### src/rtl/alu_control_if.sv
// Instruction, data-memory and ALU signals of the accumulator controller.
// The master view belongs to the controller; slave is the surrounding environment.
interface alu_control_if;
    logic        InstrValid;
    logic [11:0] Instr;
    logic        InstrReady;
    logic [7:0]  MemAddr;
    logic        MemRdReq;
    logic        MemRdValid;
    logic [7:0]  MemRdData;
    logic        MemWrReq;
    logic [7:0]  MemWrData;
    logic        MemWrAck;
    logic        AluEnable;
    logic [7:0]  AluOp1;
    logic [7:0]  AluOp2;
    logic [3:0]  AluMode;
    logic [3:0]  AluCflags;
    logic [7:0]  AluResult;
    logic [3:0]  AluFlags;
    logic [7:0]  Acc;
    logic [3:0]  FlagReg;
    logic        Busy;
    logic        Error;

    modport master (
        input  InstrValid, Instr, MemRdValid, MemRdData, MemWrAck, AluResult, AluFlags,
        output InstrReady, MemAddr, MemRdReq, MemWrReq, MemWrData, AluEnable,
               AluOp1, AluOp2, AluMode, AluCflags, Acc, FlagReg, Busy, Error
    );

    modport slave (
        output InstrValid, Instr, MemRdValid, MemRdData, MemWrAck, AluResult, AluFlags,
        input  InstrReady, MemAddr, MemRdReq, MemWrReq, MemWrData, AluEnable,
               AluOp1, AluOp2, AluMode, AluCflags, Acc, FlagReg, Busy, Error
    );
endinterface

### src/rtl/alu_control.sv
// Accumulator-style ALU sequencer: fetch operand from memory, run one ALU cycle,
// either update Acc or store the result back, with a bounded memory wait.
module alu_control #(
    parameter int MEM_TIMEOUT = 16
) (
    input logic           Clk,
    input logic           Rst_n,
    alu_control_if.master bus
);
    typedef enum logic [1:0] {IDLE, READ, EXEC, WRITE} state_t;

    localparam logic [3:0]  MODE_STORE = 4'b0010;
    localparam logic [15:0] FLAG_MODES = 16'h8383;  // modes 0,1,7,8,9,15 update FlagReg
    localparam logic [7:0]  WAIT_LAST  = 8'(MEM_TIMEOUT - 1);

    state_t      state_q, state_d;
    logic [3:0]  mode_q;
    logic [7:0]  addr_q;
    logic [7:0]  opnd_q;
    logic [7:0]  wdata_q;
    logic [7:0]  acc_q;
    logic [3:0]  flag_q;
    logic [7:0]  wcnt_q;
    logic        err_q;
    logic        live_q;

    logic mem_wait, mem_done, mem_to, accept;

    always_comb begin
        mem_wait = (state_q == READ) || (state_q == WRITE);
        mem_done = ((state_q == READ) && bus.MemRdValid) || ((state_q == WRITE) && bus.MemWrAck);
        mem_to   = mem_wait && !mem_done && (wcnt_q == WAIT_LAST);
        accept   = (state_q == IDLE) && live_q && bus.InstrValid;
    end

    always_ff @(posedge Clk or negedge Rst_n) begin
        if (!Rst_n) state_q <= IDLE;
        else        state_q <= state_d;
    end

    always_comb begin
        state_d = state_q;
        case (state_q)
            IDLE:    if (accept) state_d = (bus.Instr[11:8] == MODE_STORE) ? EXEC : READ;
            READ:    if (mem_done || mem_to) state_d = mem_done ? EXEC : IDLE;
            EXEC:    state_d = (mode_q == MODE_STORE) ? WRITE : IDLE;
            WRITE:   if (mem_done || mem_to) state_d = IDLE;
            default: state_d = IDLE;
        endcase
    end

    // live_q keeps InstrReady low while reset is asserted and until the first edge after it.
    always_ff @(posedge Clk or negedge Rst_n) begin
        if (!Rst_n) begin
            mode_q  <= '0;
            addr_q  <= '0;
            opnd_q  <= '0;
            wdata_q <= '0;
            acc_q   <= '0;
            flag_q  <= '0;
            wcnt_q  <= '0;
            err_q   <= 1'b0;
            live_q  <= 1'b0;
        end else begin
            live_q <= 1'b1;
            err_q  <= mem_to;
            if (accept) begin
                mode_q <= bus.Instr[11:8];
                addr_q <= bus.Instr[7:0];
            end
            if (!mem_wait)      wcnt_q <= '0;
            else if (!mem_done) wcnt_q <= wcnt_q + 8'd1;
            if ((state_q == READ) && bus.MemRdValid) opnd_q <= bus.MemRdData;
            if (state_q == EXEC) begin
                if (mode_q == MODE_STORE) wdata_q <= bus.AluResult;
                else                      acc_q   <= bus.AluResult;
                if (FLAG_MODES[mode_q])   flag_q  <= bus.AluFlags;
            end
        end
    end

    always_comb begin
        bus.InstrReady = (state_q == IDLE) && live_q;
        bus.MemAddr    = '0;
        bus.MemRdReq   = 1'b0;
        bus.MemWrReq   = 1'b0;
        bus.MemWrData  = '0;
        bus.AluEnable  = 1'b0;
        bus.AluOp1     = '0;
        bus.AluOp2     = '0;
        bus.AluMode    = '0;
        case (state_q)
            READ: begin
                bus.MemRdReq = 1'b1;
                bus.MemAddr  = addr_q;
            end
            EXEC: begin
                bus.AluEnable = 1'b1;
                bus.AluOp1    = acc_q;
                bus.AluOp2    = opnd_q;
                bus.AluMode   = mode_q;
            end
            WRITE: begin
                bus.MemWrReq  = 1'b1;
                bus.MemAddr   = addr_q;
                bus.MemWrData = wdata_q;
            end
            default: ;
        endcase
        bus.AluCflags = flag_q;
        bus.Acc       = acc_q;
        bus.FlagReg   = flag_q;
        bus.Busy      = (state_q != IDLE);
        bus.Error     = err_q;
    end
endmodule

### src/flat_wrapper.sv
// flat-port wrapper written by rule: the top's interface ports become plain ports
module alu_control_flat 
#(
    parameter int MEM_TIMEOUT = 16
)
  (Clk, Rst_n, bus_InstrValid, bus_Instr, bus_MemRdValid, bus_MemRdData, bus_MemWrAck, bus_AluResult, bus_AluFlags, bus_InstrReady, bus_MemAddr, bus_MemRdReq, bus_MemWrReq, bus_MemWrData, bus_AluEnable, bus_AluOp1, bus_AluOp2, bus_AluMode, bus_AluCflags, bus_Acc, bus_FlagReg, bus_Busy, bus_Error);
  alu_control_if bus_i ();
  input logic Clk;
  input logic Rst_n;
  input wire logic [$bits(bus_i.InstrValid)-1:0] bus_InstrValid;
  input wire logic [$bits(bus_i.Instr)-1:0] bus_Instr;
  input wire logic [$bits(bus_i.MemRdValid)-1:0] bus_MemRdValid;
  input wire logic [$bits(bus_i.MemRdData)-1:0] bus_MemRdData;
  input wire logic [$bits(bus_i.MemWrAck)-1:0] bus_MemWrAck;
  input wire logic [$bits(bus_i.AluResult)-1:0] bus_AluResult;
  input wire logic [$bits(bus_i.AluFlags)-1:0] bus_AluFlags;
  output wire logic [$bits(bus_i.InstrReady)-1:0] bus_InstrReady;
  output wire logic [$bits(bus_i.MemAddr)-1:0] bus_MemAddr;
  output wire logic [$bits(bus_i.MemRdReq)-1:0] bus_MemRdReq;
  output wire logic [$bits(bus_i.MemWrReq)-1:0] bus_MemWrReq;
  output wire logic [$bits(bus_i.MemWrData)-1:0] bus_MemWrData;
  output wire logic [$bits(bus_i.AluEnable)-1:0] bus_AluEnable;
  output wire logic [$bits(bus_i.AluOp1)-1:0] bus_AluOp1;
  output wire logic [$bits(bus_i.AluOp2)-1:0] bus_AluOp2;
  output wire logic [$bits(bus_i.AluMode)-1:0] bus_AluMode;
  output wire logic [$bits(bus_i.AluCflags)-1:0] bus_AluCflags;
  output wire logic [$bits(bus_i.Acc)-1:0] bus_Acc;
  output wire logic [$bits(bus_i.FlagReg)-1:0] bus_FlagReg;
  output wire logic [$bits(bus_i.Busy)-1:0] bus_Busy;
  output wire logic [$bits(bus_i.Error)-1:0] bus_Error;
  assign bus_i.InstrValid = bus_InstrValid;
  assign bus_i.Instr = bus_Instr;
  assign bus_i.MemRdValid = bus_MemRdValid;
  assign bus_i.MemRdData = bus_MemRdData;
  assign bus_i.MemWrAck = bus_MemWrAck;
  assign bus_i.AluResult = bus_AluResult;
  assign bus_i.AluFlags = bus_AluFlags;
  assign bus_InstrReady = bus_i.InstrReady;
  assign bus_MemAddr = bus_i.MemAddr;
  assign bus_MemRdReq = bus_i.MemRdReq;
  assign bus_MemWrReq = bus_i.MemWrReq;
  assign bus_MemWrData = bus_i.MemWrData;
  assign bus_AluEnable = bus_i.AluEnable;
  assign bus_AluOp1 = bus_i.AluOp1;
  assign bus_AluOp2 = bus_i.AluOp2;
  assign bus_AluMode = bus_i.AluMode;
  assign bus_AluCflags = bus_i.AluCflags;
  assign bus_Acc = bus_i.Acc;
  assign bus_FlagReg = bus_i.FlagReg;
  assign bus_Busy = bus_i.Busy;
  assign bus_Error = bus_i.Error;
  alu_control #(.MEM_TIMEOUT(MEM_TIMEOUT)) u_core (.Clk(Clk), .Rst_n(Rst_n), .bus(bus_i));
endmodule
### config.mk
export PLATFORM = sky130hd
export DESIGN_NAME = alu_control_flat
export DESIGN_NICKNAME = d
export VERILOG_FILES = /design/src/rtl/alu_control_if.sv /design/src/rtl/alu_control.sv /design/src/flat_wrapper.sv
export SDC_FILE = /design/constraint.sdc
export NUM_CORES = 1
export LEC_CHECK = 0
export BUFFER_PORTS_ARGS = -buffer_cell sky130_fd_sc_hd__buf_2
export CAP_MARGIN = 30
export CELL_PAD_IN_SITES_DETAIL_PLACEMENT = 2
export CELL_PAD_IN_SITES_GLOBAL_PLACEMENT = 2
export CORE_AREA = 2 2 89 91
export CTS_BUF_LIST = sky130_fd_sc_hd__clkbuf_4 sky130_fd_sc_hd__clkbuf_8
export DETAILED_ROUTE_END_ITERATION = 7
export DIE_AREA = 0 0 91 93
export GPL_TIMING_DRIVEN = 0
export HOLD_SLACK_MARGIN = 0.03
export PLACE_DENSITY_LB_ADDON = 0.3
export SYNTH_ARGS = -nofsm -noshare
export SYNTH_HDL_FRONTEND = slang
export SYNTH_SLANG_ARGS = --single-unit
### constraint.sdc
create_clock -name Clk -period 3.8 [get_ports Clk]
set_clock_uncertainty 0.15 [all_clocks]
set_input_delay 1.14 -clock Clk [delete_from_list [all_inputs] [get_ports Clk]]
set_output_delay 1.14 -clock Clk [all_outputs]
set_load 0.01 [all_outputs]
* After elaboration in Yosys (flattened, before gate mapping)
Memories as Yosys holds them, arrays and structs flattened.
Index checks and enable logic that the tools add are counted.
** Word-level totals
- Bits in registers :: 52
- Memory bits (read-only) :: 16
- Output and inout bits :: 58
- Logic and storage cells :: 59
- Memories :: 1
** Memories
- (no name shown) :: words 16, width 1, rd ports 1, clocked after Yosys merged registers in 0, write ports 0, line alu_control.sv:77 : if (FLAG_MODES[mode_q]) flag_q <= bus.AluFlags;
** Cells by class
- Add/subtract/negate cells :: 1
- $lt $le $gt $ge :: 1
- Equality and inequality tests :: 10
- Multiplexer cells :: 18
- Bitwise gates (word level) :: 1
- Reductions and logical operators :: 17
** Operators with widths (number)
- 8-bit two-way mux :: 6
- 2-bit two-way mux :: 6
- 8-bit by 1-bit adder with 8-bit output (second input constant) :: 1
- 4-bit by 2-bit equality test with 1-bit output (second input constant) :: 2
- 8-bit by 4-bit equality test with 1-bit output (second input constant) :: 1
- 2-bit one-hot mux with 4 select lines :: 1
- 1-bit logical AND :: 6
- 2-bit != test (second input constant) :: 3
- 2-bit AND reduction :: 3
- 4-bit by 5-bit < comparator with 1-bit output (second input constant) :: 1
- 2-bit equality test (second input constant) :: 2
- 1-bit two-way mux :: 4
- 4-bit two-way mux :: 1
- 1-bit logical OR :: 3
- 3-bit AND reduction :: 1
- 2-bit by 1-bit equality test with 1-bit output (second input constant) :: 1
- 2-bit logical NOT :: 1
- 2-bit by 1-bit != test with 1-bit output (second input constant) :: 1
- 2-bit nonzero test :: 1
- 2-bit OR reduction :: 1
- 1-bit logical NOT :: 1
- 1-bit inverter :: 1

* Longest topological paths before layout
Gate-level depths: netlist of run 1.
- Depth after elaboration :: 9
- Mapped depth :: 6
- Mapped depth without buffers :: 4

* Worst setup path after synthesis of run 1
No wires, ideal clock.
- Kind :: reg-to-output
- Start point :: register u_core.state_q[1]
- End point :: output port bus_AluMode[0]
- Arrival :: 1.167 ns
- Data required time :: 2.510 ns
- Path slack :: 1.343 ns
- Stages on the path, launching flop included :: 6
- Buffers on the path :: 3
- Path through :: dfrtp_1 buf_6 nor2b_1 buf_2 clkbuf_1 and2_1
** On the way
- Cells in the longest elaborated chain, start to end :: 2
** RTL lines
- start, declared :: line alu_control.sv:16 : state_t state_q, state_d;
- start signal, assigned :: line alu_control.sv:38 : else state_q <= state_d;
- 2-bit equality test :: line alu_control.sv:92 : case (state_q)
- 4-bit two-way mux :: line alu_control.sv:92
- end, declared :: line flat_wrapper.sv:25 : output wire logic [$bits(bus_i.AluMode)-1:0] bus_AluMode;
No other way between the ends.

* Worst setup path in the final report of run 1
- Start point :: register u_core.state_q[1]
- End point :: output port bus_AluMode[3]
Same word-level chain as after synthesis.

==> results.md, run 1 <==
* Outcome: finished, final reports clean
* Iter 0 DRT Violations at 39
* Placed inst area at 3050 um2
* Initial core utilization at 32.4%
* Setup crit start kind: flop
* Ys Warns at 0
* Max Cap Violations at 0
* Post-cts sizing count at 0
* # port buffers at 94
* CP Depth at 6
* Total track usage at 16.4%
* RSZ-0062 raised after global routing: false
* Max incr delay on CP at 0.36 ns
* CTS Buffer Depth at 2
* Final Critical Period at 3.09 ns
* Worst-path fanout max at 10
* Post-DP HPWL at 5.02 mm
* Asr flop ratio synth at 100%
* Cell chain of the critical path: buf_6, nor2b_1, buf_2, clkbuf_1, and2_1, buf_2
* Final number of setup-violating endpoints at 0
* PD cells at 763 nW/um2
* Diodes inserted at 0
* Multi-input gate area at 1030 um2
* Fillers at 872
* R2r setup slk at 1.87 ns
* DIE WIDTH at 91 um
* Max transition margin at 58.3%
* Synth-to-layout area growth at 29.9%
* Post-route design area at 3170 um2
* Drt pass-1 iters at 4
* Reg area at 1300 um2
* Origin of the worst setup path: u_core.state_q[1]
* Post-route ant nets at 0
* Leakage power at 1.57 nW
* Std-Cell Rows at 32
* Core box area at 7530 um2
* Peak supply drop at 0.318 mV
* RR Endpoint: u_core.addr_q[6]
* Post-layout util at 42.1%
* TritonCTS clock tree: yes
* Total wire length at 6.58 mm
* DR vias/cell at 4.72
* CTS root buffer: clkbuf_8
* Final Max Slew Viols at 0
* Worst-Skew Late Latency at 0.31 ns
* GR met3 Demand/Resource at 4.43%
* Reg2Reg Depth at 6
* Via Count at 1,930
* Setup CP Type: flop to output pin
* GR Overflow Total at 0
* Clk pin slew, worst setup/hold paths at 0.10 ns
* Endpoints failing hold at 0
* Initial antenna violation count at 0
* Global-route wire length before repair at 11.0 mm
* Synth Flop Type: dfrtp_1
* H-tree depth at 2
* Critical Path RT at 2.51 ns
* Largest net degree at the start of global routing at 36
* Final nets at 344
* Final GP Congestion at 0.707
* Post-Syn Nets at 242
* CP Buf/Inv Count at 4
* Mean area per synthesized cell at 11.9 um2
* EDFF count, synth at 0
* Layout cells sized above 1 at 50.5%
* CTS Sinks at 52
* Flops & latches, synth at 52
* Crit-path most repeated cell: buf_2
* Crit path capture type: output pin
* Slowest cell on the critical path: clkbuf_1
* IO Pins at 95
* Worst R2R Start: u_core.state_q[1]
* Top Usage Layer GRT: met2
* Actual slew at the worst max-slew pin at 0.619 ns
* Met1 usage at 20.1%
* Met2 usage at 28.9%
* CTS Hold Bufs at 0
* Max Fclk at 324 MHz
* Vias in the first global route at 2,152
* Die ar. at 8460 um2
* Post-route DRC violation count at 0
* Setup bufs post-CTS at 0
* Synth Cell Area at 2440 um2
* Critical Path End: bus_AluMode[3]
* Post-synthesis cell type count at 32
* Cts bufs inserted at 5
* Cells after Synth at 204
* Drt wl/cell at 16.1 um
* CP delay by family, top: buffers and inverters
* Hold WC Path Type: flop to flop
* Critical Path AT at 1.80 ns
* Setup TNS at 0 ns
* Die height at 93 um
* Period utilization at 81.3%
* Sequential share of the synthesized area at 53.4%
sequential cells by signal, indices dropped and copies added, names as in the netlist, 2 cells and up:
signal,flops
u_core.bus.AluCflags,4
u_core.state_q,2
u_core.addr_q,8
u_core.bus.Acc,8
u_core.mode_q,4
u_core.wcnt_q,8
u_core.opnd_q,8
u_core.wdata_q,8
metrics by stage:
stage	hold WS (ns)	std cells	power (mW)	worst slack (ns)
2_1_floorplan	0.321	204	1.62	1.34
3_3_place_gp	0.329	400	2.02	1.03
3_5_place_dp	0.338	401	2.07	1.01
4_1_cts	0.358	409	2.46	0.635
5_1_grt	0.377	409	2.62	0.521
6_report	0.352	409	2.41	0.709
kinds of logic (layout without fill, tap and decap cells):
logic type / Yosys count / count (layout) / synth area share (%)
flip-flops: 52 / 52 / 53.4
multiplexers: 42 / 42 / 19.5
other: 1 / 1 / 0.154
AND/OR/NAND/NOR: 68 / 68 / 16.8
adder cells (fa/ha/maj): 1 / 1 / 0.514
AO/OA/AOI/OAI: 20 / 20 / 5.09
buffers and inverters: 19 / 122 / 4.16
XOR/XNOR: 1 / 1 / 0.360
routing by layer:
layer	part of all wire (%)	vias up	wire, um
li1	-	906	-
met1	40	971	2650
met2	54	50	3570
met3	5.1	3	337
met4	0.39	0	26
met5	0	-	0
area by class of cell:
cell class / count / share of cell area, %
tap: 102 / 4.03
buffer: 14 / 2.61
clock inverter: 3 / 1.34
multi-input combinational: 133 / 32.6
sequential: 52 / 41.1
clock buffer: 5 / 2.17
inverter: 5 / 0.593
timing repair buffer: 95 / 15.5
cells in the final DEF (no fill, tap or decap), types with 2 or more instances in the layout:
| cell type | netlist | final |
|---|---|---|
| a21oi_1 | 8 | 8 |
| or4_1 | 4 | 4 |
| clkbuf_8 | 0 | 5 |
| nor2_1 | 5 | 5 |
| nor2b_1 | 4 | 4 |
| buf_2 | 3 | 97 |
| inv_1 | 4 | 4 |
| and2_1 | 29 | 29 |
| nand2_1 | 7 | 7 |
| or3_1 | 3 | 3 |
| o31ai_1 | 3 | 3 |
| dfrtp_1 | 52 | 52 |
| mux2_2 | 40 | 40 |
| and3_1 | 9 | 9 |
| o21ai_0 | 4 | 4 |
| nand3_1 | 3 | 3 |
| clkbuf_1 | 5 | 5 |
| o32ai_1 | 2 | 2 |
| buf_4 | 5 | 5 |
worst register-to-register path, stage by stage (launching register included):
cell and delay, ns:
dfrtp_1 0.38, buf_6 0.13, nor2_1 0.22, inv_1 0.10
nor2_1 0.23, buf_4 0.25, mux2_2 0.36
synth_stat cells (4+ instances only):
cell | instances | area (um2)
dfrtp_1 | 52 | 1300
mux2_2 | 40 | 450
and2_1 | 29 | 181
and3_1 | 9 | 56.3
a21oi_1 | 8 | 40.0
nand2_1 | 7 | 26.3
buf_4 | 5 | 37.5
clkbuf_1 | 5 | 18.8
nor2_1 | 5 | 18.8
inv_1 | 4 | 15.0
nor2b_1 | 4 | 25.0
o21ai_0 | 4 | 20.0
or4_1 | 4 | 30.0
where the power goes:
| group | switching (mW) | internal (mW) |
|---|---|---|
| sequential | 0.140 | 0.792 |
| clock | 0.186 | 0.195 |
| combinational | 0.539 | 0.562 |
how the worst min path moves through the flow:
| stage | startpoint | to | slack [ns] | cells after the start |
|---|---|---|---|---|
| 3_3_place_gp | u_core.opnd_q[2] | u_core.opnd_q[2] | 0.33 | 1 |
| 4_1_cts | u_core.opnd_q[6] | u_core.opnd_q[6] | 0.36 | 1 |
| 2_1_floorplan | u_core.opnd_q[0] | u_core.opnd_q[0] | 0.32 | 1 |
| 3_5_place_dp | u_core.opnd_q[2] | u_core.opnd_q[2] | 0.34 | 1 |
| 6_report | u_core.opnd_q[6] | u_core.opnd_q[6] | 0.35 | 1 |
| 5_1_grt | u_core.opnd_q[1] | u_core.opnd_q[1] | 0.38 | 1 |
Note: power is estimated with default switching activity, not from simulation.
==> run 2: changes to the inputs <==
Settings changed: CORE_AREA 2 2 89 91 to 2 2 92 94, DIE_AREA 0 0 91 93 to 0 0 94 96.
Clock period 3.8 ns to 3.2 ns, I/O delays scaled along.
==> run 2 against run 1 <==
  * Clock power is 3% higher
  * Global-route usage down 1.0 points
  * Wire length rose by 0.59%
  * Die area is 6.6% higher
  * Critical path depth stayed put
  * Cell area shrank 0.47%
  * Non-clock buffer count unchanged
  * Power grew 16%
  * Highest routed layer unchanged
==> results.md, run 2 (same netlist as run 1, synthesis figures left out) <==
* Outcome: finished, final reports clean (unchanged)
* Setup slack after layout at 0.261 ns (was 0.709 ns)
* Setup WS pre-CTS at 0.518 ns (was 1.01 ns)
* GR Overflow Total at 0 (unchanged)
* Vias in the first global route at 2,139 (was 2,152)
* Largest net degree at the start of global routing at 37 (was 36)
* Max Fclk at 340 MHz
* Max transition margin at 61.0% (was 58.3%)
* Max Cap Violations at 0 (unchanged)
* Drt pass-1 iters at 3 (was 4)
* Initial core utilization at 30.3% (was 32.4%)
* Fillers at 888 (was 872)
* Period utilization at 91.9%
* Worst-path fanout max at 10 (unchanged)
* Multi-input gate area at 1030 um2 (unchanged)
* IO Pins at 95 (unchanged)
* Setup CP Type: flop to output pin (unchanged)
* Total wire length at 6.62 mm (was 6.58 mm)
* Hold WC Path Type: flop to flop (unchanged)
* Commonest non-fill, non-tap cell in the layout: buf_2 (unchanged)
* Post-route ant nets at 0 (unchanged)
* Synth-to-layout area growth at 29.3% (was 29.9%)
* Core box area at 8050 um2 (was 7530 um2)
* Peak supply drop at 0.333 mV (was 0.318 mV)
* Endpoints failing hold at 0 (unchanged)
* RSZ-0062 raised after global routing: false (unchanged)
* Final Critical Period at 2.94 ns
* Global-route wire length before repair at 10.7 mm (was 11.0 mm)
* Final nets at 344 (unchanged)
* Die ar. at 9020 um2 (was 8460 um2)
* CTS root buffer: clkbuf_8 (unchanged)
* Diodes inserted at 0 (unchanged)
* H-tree depth at 2 (unchanged)
* Worst-Skew Late Latency at 0.30 ns (was 0.31 ns)
* DIE WIDTH at 94 um (was 91 um)
* Iter 0 DRT Violations at 23 (was 39)
* TritonCTS clock tree: yes (unchanged)
* CTS Sinks at 52 (unchanged)
* CTS Hold Bufs at 0 (unchanged)
* DR vias/cell at 4.73 (was 4.72)
* Cts bufs inserted at 5 (unchanged)
* Final number of setup-violating endpoints at 0 (unchanged)
* Std-Cell Rows at 33 (was 32)
* Actual slew at the worst max-slew pin at 0.579 ns (was 0.619 ns)
* Initial antenna violation count at 0 (unchanged)
* Setup crit start kind: flop (unchanged)
* Final Max Slew Viols at 0 (unchanged)
* R2r setup slk at 1.32 ns (was 1.87 ns)
* Critical Path RT at 2.09 ns (was 2.51 ns)
* Most frequent cells in the layout: buf_2, dfrtp_1, mux2_2 (unchanged)
* Leakage power at 1.57 nW (about the same)
* # port buffers at 94 (unchanged)
* CTS Buffer Depth at 2 (unchanged)
* Post-cts sizing count at 0 (unchanged)
* Clk pin slew, worst setup/hold paths at 0.09 ns (was 0.10 ns)
* Die height at 96 um (was 93 um)
* Crit path capture type: output pin (unchanged)
* PD cells at 892 nW/um2 (was 763 nW/um2)
* Total track usage at 15.4% (was 16.4%)
* Critical Path AT at 1.83 ns (was 1.80 ns)
* Setup TNS at 0 ns (unchanged)
* Post-route DRC violation count at 0 (unchanged)
* Post-DP HPWL at 5.11 mm (was 5.02 mm)
* Final GP Congestion at 0.752 (was 0.707)
* Layout cells sized above 1 at 50.5% (unchanged)
* Setup bufs post-CTS at 0 (unchanged)
* Reg area at 1300 um2 (unchanged)
* Via Count at 1,950 (was 1,930)
* Drt wl/cell at 16.1 um (about the same)
[run 2: path summary, 6_finish.rpt]
kind                                     to               from  cells after the start
setup / recovery              bus_AluOp2[0]  u_core.state_q[1]                      6
hold / removal             u_core.opnd_q[4]   u_core.opnd_q[4]                      1
setup reg to reg           u_core.mode_q[3]  u_core.state_q[1]                      6
hold reg to reg            u_core.opnd_q[4]   u_core.opnd_q[4]                      1
max in group asynchronous  u_core.mode_q[3]              Rst_n                      2
min in group asynchronous  u_core.wcnt_q[7]              Rst_n                      1
[run 2: metrics by stage]
step | utilization (%) | area (um2) | std cells | hold slack (ns) | total power [mW]
after floorplan | - | 2440 | 204 | 0.321 | 1.93
after global placement | 37.7 | 3040 | 403 | 0.329 | 2.40
after detailed placement | 38.0 | 3060 | 404 | 0.336 | 2.47
after CTS | 39.1 | 3150 | 412 | 0.360 | 2.87
after global routing | 39.1 | 3150 | 412 | 0.378 | 3.06
final | 39.1 | 3150 | 412 | 0.356 | 2.81
[run 2: layer usage]
metal  vias to the layer above  GRT usage [%]  wire length (um)
met1                       988           18.4              2610
met3                         7           3.68               341
met2                        48           27.7              3590
met5                         -              0                 0
met4                         0           4.23                79
li1                        907              -                 -
[run 2: layout make-up]
cell class	count	area share [%]
Buffer	14	2.62
Clock buffer	6	2.62
Clock inverter	2	0.318
Inverter	5	0.596
Multi-Input combinational cell	133	32.8
Sequential cell	52	41.3
Tap cell	105	4.17
Timing Repair Buffer	95	15.6
[run 2: power breakdown]
group / internal (mW) / switching, mW / leakage [nW]
Sequential: 0.940 / 0.169 / 0.632
Clock: 0.173 / 0.221 / 0.0510
Combinational: 0.667 / 0.639 / 0.885
[run 2: critical path, stage by stage, from the launching register on]
cell      delay (ns)
dfrtp_1         0.35
buf_6           0.12
nor2b_1         0.12
buf_2           0.21
clkbuf_1        0.39
and2_1          0.20
buf_2           0.13
==> run 3: changes to the inputs <==
Settings changed: ABC_AREA from default to 1, CORE_AREA 2 2 92 94 to 2 2 99 101, DIE_AREA 0 0 94 96 to 0 0 101 103.
==> run 3 against run 2 <==
  * Synthesized area rose by 5.9%
  * Critical path type unchanged
  * Synthesized cell count rose by 58%
  * Cell count rose by 31%
  * Worst hold slack got worse by 0.028 ns
  * Wire length rose by 15%
  * Sequential share of layout area fell by 2.1 points
  * Sequential cell count did not move
==> results.md, run 3 <==
* EDFF count, synth at 0 (unchanged)
* Largest net degree at the start of global routing at 35 (was 37)
* Layout cells sized above 1 at 30.9% (was 50.5%)
* Worst-path fanout max at 10 (unchanged)
* Actual slew at the worst max-slew pin at 0.564 ns (was 0.579 ns)
* Final number of setup-violating endpoints at 0 (unchanged)
* Total track usage at 15.0% (was 15.4%)
* Most common library cells after synthesis: nand2_1, nor2_1, dfrtp_1 (was dfrtp_1, mux2_2, and2_1)
* H-tree depth at 2 (unchanged)
* Clk pwr share at 15.5% (was 14.0%)
* Synth-to-layout area growth at 28.7% (was 29.3%)
* Final Critical Period at 2.84 ns (was 2.94 ns)
* Synth Cell Area at 2580 um2 (was 2440 um2)
* Worst-Skew Late Latency at 0.30 ns (about the same)
* Endpoints failing hold at 0 (unchanged)
* CP Buf/Inv Count at 4 (unchanged)
* Via Count at 2,369 (was 1,950)
* Die ar. at 10,400 um2 (was 9020 um2)
* Outcome: finished, final reports clean (unchanged)
* Setup TNS at 0 ns (unchanged)
* Post-route DRC violation count at 0 (unchanged)
* Max Cap Violations at 0 (unchanged)
* Synth Flop Type: dfrtp_1 (unchanged)
* Crit path capture type: output pin (unchanged)
* Setup CP Type: flop to output pin (unchanged)
* Post-route ant nets at 0 (unchanged)
* RR Endpoint: u_core.bus.AluCflags[0] (was u_core.mode_q[3])
* Drt wl/cell at 14.1 um (was 16.1 um)
* GR Overflow Total at 0 (unchanged)
* Logic pwr share at 48.6% (was 46.5%)
* Vias in the first global route at 2,469 (was 2,139)
* Yosys top cell area share at 50.4% (was 53.4%)
* Drt pass-1 iters at 4 (was 3)
* Reg2Reg Depth at 5 (was 6)
* CP delay by family, top: buffers and inverters (unchanged)
* Critical Path AT at 1.73 ns (was 1.83 ns)
* Worst R2R Start: u_core.mode_q[0] (was u_core.state_q[1])
* NetSw at 1.29 mW (was 1.03 mW)
* CTS Buffer Depth at 2 (unchanged)
* Final nets at 461 (was 344)
* Post-synthesis cell type count at 25 (was 32)
* Cts bufs inserted at 5 (unchanged)
* Ys Warns at 0 (unchanged)
* Period utilization at 88.7% (was 91.9%)
* Yosys top cell by area: dfrtp_1 (unchanged)
* Commonest non-fill, non-tap cell in the layout: buf_2 (unchanged)
* CTS Sinks at 52 (unchanged)
* Iter 0 DRT Violations at 55 (was 23)
* Met1 usage at 18.3% (was 18.4%)
* Most frequent cell after synthesis: nand2_1 (was dfrtp_1)
* DR vias/cell at 4.40 (was 4.73)
* Cells after Synth at 322 (was 204)
* Sw frac at 43.0% (was 36.6%)
* Top Usage Layer GRT: met2 (unchanged)
* Worst hold path depth at 2 (was 1)
* Setup bufs post-CTS at 0 (unchanged)
* GR met3 Demand/Resource at 3.12% (was 3.68%)
* Global-route wire length before repair at 12.2 mm (was 10.7 mm)
* Post-DP HPWL at 5.84 mm (was 5.11 mm)
* Int Power at 1.70 mW (was 1.78 mW)
* Ranking of synthesized cells by area: dfrtp_1, nand2_1, nor2_1 (was dfrtp_1, mux2_2, and2_1)
* Post-cts sizing count at 0 (unchanged)
* Asr flop ratio synth at 100% (unchanged)
* DIE WIDTH at 101 um (was 94 um)
* Peak supply drop at 0.216 mV (was 0.333 mV)
* Leakage power at 1.94 nW (was 1.57 nW)
* Initial core utilization at 27.3% (was 30.3%)
* Clk pin slew, worst setup/hold paths at 0.10 ns (was 0.09 ns)
* Flops & latches, synth at 52 (unchanged)
* Max Fclk at 352 MHz (was 340 MHz)
* RSZ-0062 raised after global routing: false (unchanged)
* Std-Cell Rows at 36 (was 33)
* Max transition margin at 62.0% (was 61.0%)
* Core box area at 9460 um2 (was 8050 um2)
* Initial antenna violation count at 0 (unchanged)
* Part of the power in registers at 35.8% (was 39.5%)
* CP Depth at 6 (unchanged)
* Mean area per synthesized cell at 8.01 um2 (was 11.9 um2)
* Setup crit start kind: flop (unchanged)
* Post-Syn Nets at 360 (was 242)
* Die height at 103 um (was 96 um)
* Cell chain of the critical path: inv_4, nor2_8, inv_2, clkbuf_1, nor2_1, buf_2 (was buf_6, nor2b_1, buf_2, clkbuf_1, and2_1, buf_2)
* Final GP Congestion at 0.772 (was 0.752)
* IO Pins at 95 (unchanged)
* Final Max Slew Viols at 0 (unchanged)
* Post-layout util at 35.1% (was 39.1%)
* Total wire length at 7.59 mm (was 6.62 mm)
* PD cells at 902 nW/um2 (was 892 nW/um2)
* Hold EP: u_core.addr_q[4] (was u_core.opnd_q[4])
* Worst Min Path Start: u_core.addr_q[4] (was u_core.opnd_q[4])
* Critical Path RT at 2.09 ns (about the same)
* CTS root buffer: clkbuf_8 (unchanged)
* Most frequent cells in the layout: buf_2, nand2_1, nor2_1 (was buf_2, dfrtp_1, mux2_2)
* R2r setup slk at 1.62 ns (was 1.32 ns)
* CTS Hold Bufs at 0 (unchanged)
* TritonCTS clock tree: yes (unchanged)
* Hold WC Path Type: flop to flop (unchanged)
* Max incr delay on CP at 0.46 ns (was 0.39 ns)
* Slowest cell on the critical path: dfrtp_1 (was clkbuf_1)
* Diodes inserted at 0 (unchanged)
* Sequential share of the synthesized area at 50.4% (was 53.4%)
* # port buffers at 93 (was 94)
* Met2 usage at 27.2% (was 27.7%)
## run 3: worst reg2reg max path, cell delays in order (launching register included)
cell     delay (ns)
dfrtp_1        0.38
inv_1          0.07
o21ai_0        0.48
nand2_1        0.23
nand2_1        0.10
nand2_1        0.06
## run 3: final cells by class
class,instances,area (um2)
Fill cell,1136,6140
Sequential cell,52,1300
Multi-Input combinational cell,202,968
Timing Repair Buffer,94,485
Inverter,55,214
Tap cell,114,143
Buffer,13,96.3
Clock buffer,6,76.3
Clock inverter,2,35.0
## run 3: layer usage
layer  part of all wire, %  vias to the layer above
met2                    51                       52
met1                    43                     1141
met3                   5.1                        7
li1                      -                     1169
met4                  0.97                        0
met5                     0                        -
## run 3: cells by family after synthesis
group                    share of synthesized area [%]
AND/OR/NAND/NOR                                   29.1
XOR/XNOR                                         0.340
adder cells (fa/ha/maj)                          0.485
other                                            0.145
AO/OA/AOI/OAI                                     7.47
buffers and inverters                             12.0
flip-flops                                        50.4
## run 3: power by group through the flow
stage / logic [mW] / registers, mW / clock network, mW
after floorplan: 0.912 / 1.10 / 0
after CTS: 1.50 / 1.08 / 0.487
after detailed placement: 1.49 / 1.09 / 0
after global placement: 1.43 / 1.07 / 0
final: 1.46 / 1.07 / 0.465
after global routing: 1.67 / 1.11 / 0.511
## run 3: per-stage QoR
| stage | power, mW | std cells | worst slack (ns) | hold slack [ns] | instance area [um2] |
|---|---|---|---|---|---|
| after CTS | 3.06 | 538 | 0.279 | 0.334 | 3320 |
| after global placement | 2.51 | 529 | 0.640 | 0.304 | 3190 |
| after global routing | 3.29 | 538 | 0.166 | 0.365 | 3320 |
| after floorplan | 2.01 | 322 | 1.00 | 0.292 | 2580 |
| after detailed placement | 2.58 | 530 | 0.637 | 0.309 | 3210 |
| final | 2.99 | 538 | 0.362 | 0.328 | 3320 |
## run 3: worst max path at each step
stage                       from        endpoint  slack, ns
3_5_place_dp   u_core.state_q[1]   bus_AluOp1[0]       0.64
2_1_floorplan  u_core.state_q[0]  bus_AluMode[0]       1.00
3_3_place_gp   u_core.state_q[1]   bus_AluOp1[0]       0.64
5_1_grt        u_core.state_q[1]   bus_AluOp1[0]       0.17
6_report       u_core.state_q[1]   bus_AluOp1[0]       0.36
4_1_cts        u_core.state_q[1]   bus_AluOp1[0]       0.28
